### config.mk
export PLATFORM = sky130hd
export DESIGN_NAME = thread_sched
export DESIGN_NICKNAME = d
export VERILOG_FILES = /design/src/rtl/thread_sched_pkg.sv /design/src/rtl/thread_sched_ctx.sv /design/src/rtl/thread_sched.sv
export SDC_FILE = /design/constraint.sdc
export NUM_CORES = 1
export LEC_CHECK = 0
export CORE_ASPECT_RATIO = 1.5
export CORE_MARGIN = 4
export CORE_UTILIZATION = 57
export DETAILED_ROUTE_END_ITERATION = 10
export HOLD_SLACK_MARGIN = 0.12
export PLACE_DENSITY = 0.95
export SLEW_MARGIN = 20
export SYNTH_ARGS = -nofsm -noshare
export SYNTH_HDL_FRONTEND = slang
export SYNTH_SLANG_ARGS = --single-unit
### constraint.sdc
create_clock -name clk -period 3.25 [get_ports clk]
set_input_delay 0.65 -clock clk [delete_from_list [all_inputs] [get_ports clk]]
set_output_delay 0.65 -clock clk [all_outputs]
set_load 0.01 [all_outputs]
### src/rtl/thread_sched_pkg.sv
// Shared definitions for the two-thread barrel scheduler: widths, thread
// states and the opcode constants that decode uses to flag control flow.
package thread_sched_pkg;

   localparam int WORD_W      = 16;
   localparam int OPCODE_W    = 4;
   localparam int TID_W       = 1;
   localparam int NUM_THREADS = 2;

   typedef logic [WORD_W-1:0]   word_t;
   typedef logic [OPCODE_W-1:0] opcode_t;
   typedef logic [TID_W-1:0]    tid_t;

   // Per-thread execution state.
   typedef enum logic [1:0] {
      TS_RUN    = 2'b00,
      TS_WAIT   = 2'b01,
      TS_HALTED = 2'b10
   } thread_state_e;

   // Opcode map seen by decode. Control-flow opcodes park the issuing
   // thread in WAIT until the outcome is resolved.
   localparam opcode_t OP_NOP   = 4'h0;
   localparam opcode_t OP_ADD   = 4'h1;
   localparam opcode_t OP_SUB   = 4'h2;
   localparam opcode_t OP_AND   = 4'h3;
   localparam opcode_t OP_OR    = 4'h4;
   localparam opcode_t OP_XOR   = 4'h5;
   localparam opcode_t OP_LOAD  = 4'h6;
   localparam opcode_t OP_STORE = 4'h7;
   localparam opcode_t OP_JUMP  = 4'h8;
   localparam opcode_t OP_JUMPF = 4'h9;
   localparam opcode_t OP_JUMPT = 4'hA;
   localparam opcode_t OP_CALL  = 4'hB;
   localparam opcode_t OP_RET   = 4'hC;
   localparam opcode_t OP_SYS   = 4'hF;

   // True for opcodes after which decode must raise block_valid.
   function automatic logic is_ctrl_flow(input opcode_t op);
      return (op == OP_JUMP) || (op == OP_JUMPF) || (op == OP_JUMPT) ||
             (op == OP_CALL) || (op == OP_RET);
   endfunction

endpackage

### src/rtl/thread_sched_ctx.sv
// One thread's architectural context: program counter, run state, and the
// priority ordering of sys / resolve / block events aimed at this thread.
module thread_ctx
   import thread_sched_pkg::*;
#(
   parameter word_t PC_INIT = 16'h0000
) (
   input  logic          clk,
   input  logic          reset,
   input  logic          issue_en,
   input  logic          block,
   input  logic          resolve,
   input  logic          resolve_taken,
   input  word_t         resolve_pc,
   input  logic          sys,
   output word_t         pc,
   output thread_state_e state,
   output thread_state_e state_next
);

   word_t         pc_q, pc_d;
   thread_state_e state_q, state_d;

   // Next-state: sys beats resolve beats block; the highest-priority event
   // present is the only one considered, even if it is then ignored.
   always_comb begin
      state_d = state_q;
      pc_d    = pc_q;
      // Issue was decided on the pre-edge state, so the increment happens
      // first and a taken resolve below may overwrite it.
      if (issue_en) begin
         pc_d = pc_q + word_t'(1);
      end
      if (sys) begin
         state_d = TS_HALTED;
      end else if (resolve) begin
         if (state_q == TS_WAIT) begin
            state_d = TS_RUN;
            if (resolve_taken) begin
               pc_d = resolve_pc;
            end
         end
      end else if (block) begin
         if (state_q == TS_RUN) begin
            state_d = TS_WAIT;
         end
      end
   end

   // Context registers; reset restores the init PC and RUN.
   always_ff @(posedge clk or posedge reset) begin
      if (reset) begin
         pc_q    <= PC_INIT;
         state_q <= TS_RUN;
      end else begin
         pc_q    <= pc_d;
         state_q <= state_d;
      end
   end

   assign pc         = pc_q;
   assign state      = state_q;
   assign state_next = state_d;

endmodule

### src/rtl/thread_sched.sv
// Two-thread fine-grained barrel scheduler. A slot bit alternates between
// threads every unstalled cycle; a thread that is not RUN leaves a bubble
// in its slot rather than lending it to the other thread.
module thread_sched
   import thread_sched_pkg::*;
#(
   parameter logic [15:0] PC0_INIT = 16'h0000,
   parameter logic [15:0] PC1_INIT = 16'h0000
) (
   input  logic        clk,
   input  logic        reset,
   input  logic        stall,
   input  logic        block_valid,
   input  logic        block_tid,
   input  logic        resolve_valid,
   input  logic        resolve_tid,
   input  logic        resolve_taken,
   input  logic [15:0] resolve_pc,
   input  logic        sys_valid,
   input  logic        sys_tid,
   output logic        issue_valid,
   output logic        issue_tid,
   output logic [15:0] issue_pc,
   output logic        halt
);

   word_t         thr_pc         [NUM_THREADS];
   thread_state_e thr_state      [NUM_THREADS];
   thread_state_e thr_state_next [NUM_THREADS];
   logic [NUM_THREADS-1:0] issue_en;

   tid_t  slot_q, slot_d;
   logic  issue_valid_q, issue_valid_d;
   tid_t  issue_tid_q, issue_tid_d;
   word_t issue_pc_q, issue_pc_d;
   logic  halt_q, halt_d;

   genvar gi;
   generate
      for (gi = 0; gi < NUM_THREADS; gi++) begin : g_thr
         // A thread issues only when it owns the slot, the pipe accepts,
         // and its registered state is RUN.
         assign issue_en[gi] = !stall && (slot_q == tid_t'(gi)) &&
                               (thr_state[gi] == TS_RUN);

         thread_ctx #(
            .PC_INIT (gi == 0 ? PC0_INIT : PC1_INIT)
         ) u_ctx (
            .clk           (clk),
            .reset         (reset),
            .issue_en      (issue_en[gi]),
            .block         (block_valid && (block_tid == tid_t'(gi))),
            .resolve       (resolve_valid && (resolve_tid == tid_t'(gi))),
            .resolve_taken (resolve_taken),
            .resolve_pc    (resolve_pc),
            .sys           (sys_valid && (sys_tid == tid_t'(gi))),
            .pc            (thr_pc[gi]),
            .state         (thr_state[gi]),
            .state_next    (thr_state_next[gi])
         );
      end
   endgenerate

   // Slot rotation and issue selection; outputs hold tid/pc on bubbles.
   always_comb begin
      slot_d        = stall ? slot_q : ~slot_q;
      issue_valid_d = |issue_en;
      issue_tid_d   = issue_tid_q;
      issue_pc_d    = issue_pc_q;
      if (issue_valid_d) begin
         issue_tid_d = slot_q;
         issue_pc_d  = thr_pc[slot_q];
      end
      // Halt reflects the post-update state so it rises on the same edge
      // as the second sys.
      halt_d = (thr_state_next[0] == TS_HALTED) &&
               (thr_state_next[1] == TS_HALTED);
   end

   // Slot and registered issue/halt outputs.
   always_ff @(posedge clk or posedge reset) begin
      if (reset) begin
         slot_q        <= '0;
         issue_valid_q <= 1'b0;
         issue_tid_q   <= '0;
         issue_pc_q    <= '0;
         halt_q        <= 1'b0;
      end else begin
         slot_q        <= slot_d;
         issue_valid_q <= issue_valid_d;
         issue_tid_q   <= issue_tid_d;
         issue_pc_q    <= issue_pc_d;
         halt_q        <= halt_d;
      end
   end

   assign issue_valid = issue_valid_q;
   assign issue_tid   = issue_tid_q;
   assign issue_pc    = issue_pc_q;
   assign halt        = halt_q;

endmodule

Word level (Yosys, flattened, before mapping). Index checks and enable logic that the tools add are counted.

Add/sub/neg operators: 2. $mul: 0. Divide/modulo/power cells: 0. Order comparisons: 1. Equal/unequal tests: 4. Shift-type cells: 0. Multiplexer cells: 23. Bitwise operators: 5. Reductions and logical operators: 15.

Operators by type and width (number): $mux W16 (13); $add A16 B1 Y16 const B (2); $mux W2 (10); $logic_and A1 B1 Y1 (11); $eq A2 B1 Y1 const B (2); $eq A2 B2 Y1 const B (2); $logic_not A2 Y1 (2); $not A1 Y1 (4); $ge A2 B2 Y1 const B (1); $not A1 Y2 (1); $reduce_or A2 Y1 (1); $logic_not A1 Y1 (1).

Bits in registers: 56. Latch bits: 0. RAM bits: 0. Bits in read-only memories: 0. Bits of input ports: 26. Memories kept: 0.

Longest topological paths before layout. Gate-level depths: netlist of run 1.

Word-level depth: 8. Gate-level depth with buffers: 6. Mapped depth without buffers: 5.

Modules after synthesis. Synthesis of run 1 repeated with hierarchy kept, for this count alone.

Cell total of the unflattened synthesis: 298. Area total of the unflattened synthesis: 3196.8 um^2.

Modules (own cells, without submodules): thread_ctx (times used 2, cells each 114, area each 1072.3 um^2, sequential area each 450.4 um^2); thread_sched (times used 1, cells each 70, area each 1052.3 um^2, sequential area each 500.5 um^2).

Worst setup path before layout of run 1. OpenSTA, ideal clock, no wires.

Kind: in2reg. Start: input stall. End: register g_thr[0].u_ctx.pc_q[14]. Arrival: 2.446 ns. Slack: 0.722 ns. Stages: 5. Cells stage by stage: or4_1 > buf_2 > or4_4 > or4_1 > a31oi_1.

Longest elaborated chain between the ends: 8.

RTL lines: start, declared (RTL line thread_sched.sv:12) `input logic stall,`; $logic_not A1 Y1 * (RTL line thread_sched.sv:43) `assign issue_en[gi] = !stall && (slot_q == tid_t'(gi)) &&`; $logic_and A1 B1 Y1 * (2 in a row) (RTL line thread_sched.sv:43); $mux W16 * (RTL line thread_sched_ctx.sv:31) `if (issue_en) begin`; $mux W16 (RTL line thread_sched_ctx.sv:39) `if (resolve_taken) begin`; $mux W16 (RTL line thread_sched_ctx.sv:37) `if (state_q == TS_WAIT) begin`; $mux W16 (RTL line thread_sched_ctx.sv:36) `end else if (resolve) begin`; $mux W16 * (RTL line thread_sched_ctx.sv:34) `if (sys) begin`; named net g_thr[0].u_ctx.pc_d[14] (RTL line thread_sched_ctx.sv:21) `word_t pc_q, pc_d;`; end signal, assigned (RTL line thread_sched_ctx.sv:56) `pc_q <= pc_d;`; end, declared (RTL line thread_sched_ctx.sv:21).

The timed path passes the listed nets; every way through them passes the cells marked *. A chain may end at the register's enable or synchronous reset.

Worst setup path in the final report of run 1. Same ends and word-level chain as after synthesis.

==> results of run 1 <==
[final timing paths]
path                                       startpoint                              end  slack (ns)  cells past startpoint
max in group asynchronous                       reset         issue_pc[14]$_DFFE_PP0P_        2.29                      3
worst max-delay path                            stall  g_thr[0].u_ctx.pc[14]$_DFF_PP0_        0.50                      5
worst min register to register  issue_tid$_DFFE_PP0P_            issue_tid$_DFFE_PP0P_        0.52                      2
worst max register to register     slot_q$_DFFE_PP0N_  g_thr[1].u_ctx.pc[15]$_DFF_PP0_        0.83                      5
min in group asynchronous                       reset          issue_pc[3]$_DFFE_PP0P_        0.71                      3
worst min-delay path            issue_tid$_DFFE_PP0P_            issue_tid$_DFFE_PP0P_        0.52                      2
[kinds of logic (layout without fill, tap and decap cells)]
kind of cell	after synthesis	count (layout)	synth area share
xor+xnor	23	23	0.0715
fa+ha+maj	2	2	0.00888
simple gates	128	128	0.218
mux	16	16	0.0568
compound gates	61	61	0.118
buf+inv	22	67	0.0298
flops	56	56	0.497
[stage by stage]
step                      instances  instance area (sq um)  utilization  total power, W  worst slack [ns]
after floorplan                 308                   2820            -         0.00117             0.722
after global placement          411                   3350        0.697         0.00142             0.221
after detailed placement        411                   3350        0.697         0.00144             0.186
after CTS                       419                   3440        0.715         0.00181             0.515
after global routing            419                   3440        0.715         0.00190             0.455
final                           419                   3440        0.715         0.00180             0.500
[registers in the layout (all words and copies together) (netlist names)]
signal,count
issue_pc,16
halt,1
slot_q,1
issue_tid,1
g_thr.u_ctx.state,4
issue_valid,1
g_thr.u_ctx.pc,32
[where the power goes]
group	leakage, nW	total, W	internal, W	switching, W
Sequential	0.684	0.000884	0.000806	0.0000788
Clock	0.0414	0.000380	0.000154	0.000226
Combinational	0.679	0.000539	0.000297	0.000242
Total	1.40	0.00180	0.00126	0.000547
[worst max-delay path, stage by stage]
cell and delay, ns:
clkdlybuf4s50_1 0.50, or4_1 0.62, or4_4 0.54, or4_1 0.51, a31oi_1 0.17
[layer usage]
metal / global-route usage / up-vias / wire length [um]
met4: 0.111 / 0 / 248
met2: 0.404 / 106 / 3520
met5: 0 / - / 0
met3: 0.0371 / 22 / 398
met1: 0.265 / 1206 / 2520
li1: - / 1181 / -
[final cells by class]
type / count / area [sq um]
clock buffers: 6 / 72.6
well taps: 66 / 82.6
inverters: 8 / 30.0
fillers: 380 / 1370
clock inverters: 2 / 16.3
repair buffers: 51 / 505
multi-input cells: 230 / 1330
flip-flops and latches: 56 / 1400
[placed cells by master, fill, tap and decap left out, types with 3 or more instances in the layout]
cell type / instances
mux2i_1: 16
nand4_1: 7
clkbuf_8: 5
clkdlybuf4s50_1: 44
nand3_1: 10
nor3_1: 8
or3_1: 7
inv_1: 7
xnor2_1: 21
buf_4: 6
nor2_1: 53
dfrtp_1: 56
o21ai_0: 6
a31oi_1: 11
a21oi_1: 40
nand2_1: 20
and3_1: 3
nor4_1: 9
or4_1: 6
==> flow_summary.json, run 1 <==
{
  "outcome": "completed",
  "die-area_sq_mm": 0.00616,
  "grt_pass1_vias": 2381,
  "syn_inst": 308,
  "htree_levels": 2,
  "hold_viol": 0,
  "synth_top_cell_by_area": "dfrtp_1",
  "ys_seq_area_frac": 0.497,
  "num_vias": 2515,
  "yosys_register_bits": 56,
  "min_period_over_period": 0.846,
  "clk_latency_ns": 0.31,
  "worst_slew_pin_slew_ns": 0.671,
  "pwr_density_cell_mw_per_mm2": 524,
  "syn_nets": 336,
  "n_antenna_cell": 0,
  "post_cts_resized": 0,
  "ys_async_sr_fraction": 1.00,
  "crit_type": "in -> reg",
  "dr.pass1.iters": 4,
  "gp_congestion": 0.892,
  "synth_cell_types": 28,
  "drive_above_1_share": 0.0453,
  "cts_setup_buffers": 0,
  "finClkSkew_ns": 0.00917,
  "ios": 45,
  "hold_buffers": 0,
  "grt-ovfl-total": 0,
  "routedWlPerCell_um": 16.0,
  "cp-start-kind": "input pin",
  "io_buffers": 44,
  "ys_top_cells_by_count": "dfrtp_1 (56), nor2_1 (53), a21oi_1 (40)",
  "fin_tns_setup_ns": 0,
  "cts_tree": "built",
  "rsz0062_at_grt": "no",
  "clkTransAtPathRegs_ns": 0.10,
  "drc": 0,
  "grt_start_max_net_pins": 57,
  "die_w_um": 65.4,
  "core_area_sq_mm": 0.00481,
  "groute.usage.overall": 0.229,
  "holdWs_ns": 0.524,
  "synth_top_area_share": 0.497,
  "vias_per_cell": 6.00,
  "min_period_ns": 2.75,
  "dp_hpwl_um": 4790,
  "synth_edf_count": 0,
  "cts_root_buf": "clkbuf_8",
  "antenna_found_initial": 0,
  "drtIter0Drc": 178,
  "numCtsBuffers": 5,
  "cts.sinks": 56,
  "synthFlopType": "dfrtp_1",
  "power.leakage_nw": 1.40,
  "required_ns": 3.49,
  "hold_class": "reg -> reg",
  "dieHeight_um": 94.1,
  "yosysMostFrequentCell": "dfrtp_1",
  "start_util": 0.586,
  "layout.nets": 380,
  "relSlewSlack": 0.546,
  "area_delta_synth_final_pct": 22.1,
  "yosys-top-cells-area": "dfrtp_1 (50%), a21oi_1 (7.1%), nor2_1 (7.1%)",
  "worst-path-max-fanout": 5,
  "antenna_left": 0,
  "maxSlewViolCount": 0,
  "clockBufferDepth": 2,
  "finalWirelength_um": 6690,
  "rows": 31,
  "syn_area_sq_mm": 0.00282,
  "drv_cap": 0,
  "synth_warnings": 0,
  "worstPathArrival_ns": 2.99,
  "max_clock_freq_mhz": 364,
  "grt_pass1_wl_um": 10900,
  "avgSynthCellArea_sq_um": 9.15,
  "setup_viol": 0,
  "peakVddDrop_uv": 320,
  "end_kind": "flop"
}
No activity file was read; power rests on OpenSTA's default activity.
==> run 2, diff against run 1 <==
--- a/config.mk
+++ b/config.mk
@@ -7,10 +7,10 @@
 export LEC_CHECK = 0
 export CORE_ASPECT_RATIO = 1.5
 export CORE_MARGIN = 4
-export CORE_UTILIZATION = 57
+export CORE_UTILIZATION = 53
 export DETAILED_ROUTE_END_ITERATION = 10
 export HOLD_SLACK_MARGIN = 0.12
-export PLACE_DENSITY = 0.95
+export PLACE_DENSITY = 0.91
 export SLEW_MARGIN = 20
 export SYNTH_ARGS = -nofsm -noshare
 export SYNTH_HDL_FRONTEND = slang
==> constraint.sdc (replaced) <==
create_clock -name clk -period 2.8 [get_ports clk]
set_input_delay 0.56 -clock clk [delete_from_list [all_inputs] [get_ports clk]]
set_output_delay 0.56 -clock clk [all_outputs]
set_load 0.01 [all_outputs]
==> flow_summary.json, run 2 (same netlist as run 1, synthesis figures left out) <==
{
  "outcome": "completed",
  "die-area_sq_mm": 0.00657,
  "numCtsBuffers": 5,
  "hold_buffers": 0,
  "largest_reg_flops": 32,
  "gp_congestion": 0.885,
  "cts_tree": "built",
  "worst_slew_pin_slew_ns": 0.578,
  "drtIter0Drc": 182,
  "die_w_um": 67.5,
  "stdcell_count": 425,
  "worstPathArrival_ns": 2.87,
  "start_util": 0.546,
  "grt_pass1_wl_um": 11400,
  "io_buffers": 44,
  "detailedPlace.worstSlack_ns": -0.142,
  "drive_above_1_share": 0.0560,
  "power_w": 0.00210,
  "crit_chain": "clkdlybuf4s50_1 > or4_1 > or4_4 > or4_1 > a31oi_1",
  "finalWirelength_um": 6760,
  "placement.cell_area_sq_mm": 0.00340,
  "hold_class": "reg -> reg",
  "cp_slowest_cell": "or4_1",
  "antenna_found_initial": 0,
  "hold_viol": 0,
  "maxSlewViolCount": 0,
  "dr.pass1.iters": 4,
  "cts_root_buf": "clkbuf_8",
  "area_delta_synth_final_pct": 23.7,
  "vias_per_cell": 5.81,
  "clk_latency_ns": 0.31,
  "ios": 45,
  "rows": 32,
  "clkTransAtPathRegs_ns": 0.10,
  "n_antenna_cell": 0,
  "antenna_left": 0,
  "layout.nets": 384,
  "utilization": 0.675,
  "peakVddDrop_uv": 456,
  "final_common_cell": "dfrtp_1",
  "min_period_over_period": 0.941,
  "worst_slack_ns": 0.166,
  "rsz0062_at_grt": "no",
  "pwr_density_cell_mw_per_mm2": 601,
  "drv_cap": 0,
  "htree_levels": 2,
  "dieHeight_um": 97.3,
  "num_vias": 2471,
  "power.leakage_nw": 1.43,
  "grt-ovfl-total": 0,
  "min_period_ns": 2.63,
  "max_clock_freq_mhz": 380,
  "relSlewSlack": 0.611,
  "cp-start-kind": "input pin",
  "groute.usage.overall": 0.227,
  "dp_cells": 417,
  "required_ns": 3.03,
  "grt_pass1_vias": 2501,
  "crit_type": "in -> reg",
  "end_kind": "flop",
  "cts.sinks": 56,
  "cts_setup_buffers": 0,
  "routedWlPerCell_um": 15.9,
  "max_stage_delay_ns": 0.61,
  "worst-path-max-fanout": 4,
  "final_cell_mix": "dfrtp_1 (56), nor2_1 (53), clkdlybuf4s50_1 (44)",
  "core_area_sq_mm": 0.00516,
  "finClkSkew_ns": 0.00773,
  "dp_hpwl_um": 4990,
  "fin_area_sq_mm": 0.00349,
  "setup_viol": 0,
  "drc": 0,
  "critical_path.most_common_cell": "or4_1",
  "post_cts_resized": 0,
  "clockBufferDepth": 2,
  "grt_start_max_net_pins": 36
}
-- run 2: path summary, 6_finish.rpt --
path	from	end	slack [ns]	cells after the start
worst max-delay path	stall	g_thr[0].u_ctx.pc[14]$_DFF_PP0_	0.17	5
worst min-delay path	issue_tid$_DFFE_PP0P_	issue_tid$_DFFE_PP0P_	0.52	2
worst max register to register	slot_q$_DFFE_PP0N_	g_thr[1].u_ctx.pc[15]$_DFF_PP0_	0.37	5
worst min register to register	issue_tid$_DFFE_PP0P_	issue_tid$_DFFE_PP0P_	0.52	2
max in group asynchronous	reset	g_thr[0].u_ctx.pc[11]$_DFF_PP0_	1.66	3
min in group asynchronous	reset	g_thr[0].u_ctx.pc[5]$_DFF_PP0_	0.59	2
-- run 2: critical path: cells and delay by family --
family | cells | cell delay, ns
AOI/OAI and AO/OA | 1 | 0.19
and+or+nand+nor | 3 | 1.68
buffers and inverters | 1 | 0.44
-- run 2: where the power goes --
part	leakage, nW	internal (W)	switching [W]	total [W]
combinational	0.700	0.000346	0.000279	0.000625
sequential	0.684	0.000935	0.0000940	0.00103
clock	0.0414	0.000179	0.000263	0.000442
total	1.43	0.00146	0.000636	0.00210
-- run 2: cell type report --
type / instances / area, sq um
Clock buffer: 6 / 72.6
Multi-Input combinational cell: 230 / 1330
Clock inverter: 2 / 16.3
Inverter: 8 / 30.0
Tap cell: 68 / 85.1
Timing Repair Buffer: 55 / 548
Sequential cell: 56 / 1400
Fill cell: 404 / 1680
-- run 2: per-layer routing --
metal | wire length, um | track usage | part of all wire | up-vias
met1 | 2470 | 0.255 | 0.37 | 1166
met3 | 353 | 0.0324 | 0.052 | 30
met5 | 0 | 0 | 0 | -
met4 | 310 | 0.130 | 0.046 | 0
li1 | - | - | - | 1184
met2 | 3630 | 0.392 | 0.54 | 91
-- run 2: per-stage QoR --
| step | hold WS [ns] | setup TNS (ns) |
|---|---|---|
| 6_report | 0.524 | 0 |
| 5_1_grt | 0.566 | 0 |
| 4_1_cts | 0.530 | 0 |
| 3_5_place_dp | 0.498 | -0.452 |
| 3_3_place_gp | 0.502 | -0.0964 |
| 2_1_floorplan | 0.509 | 0 |
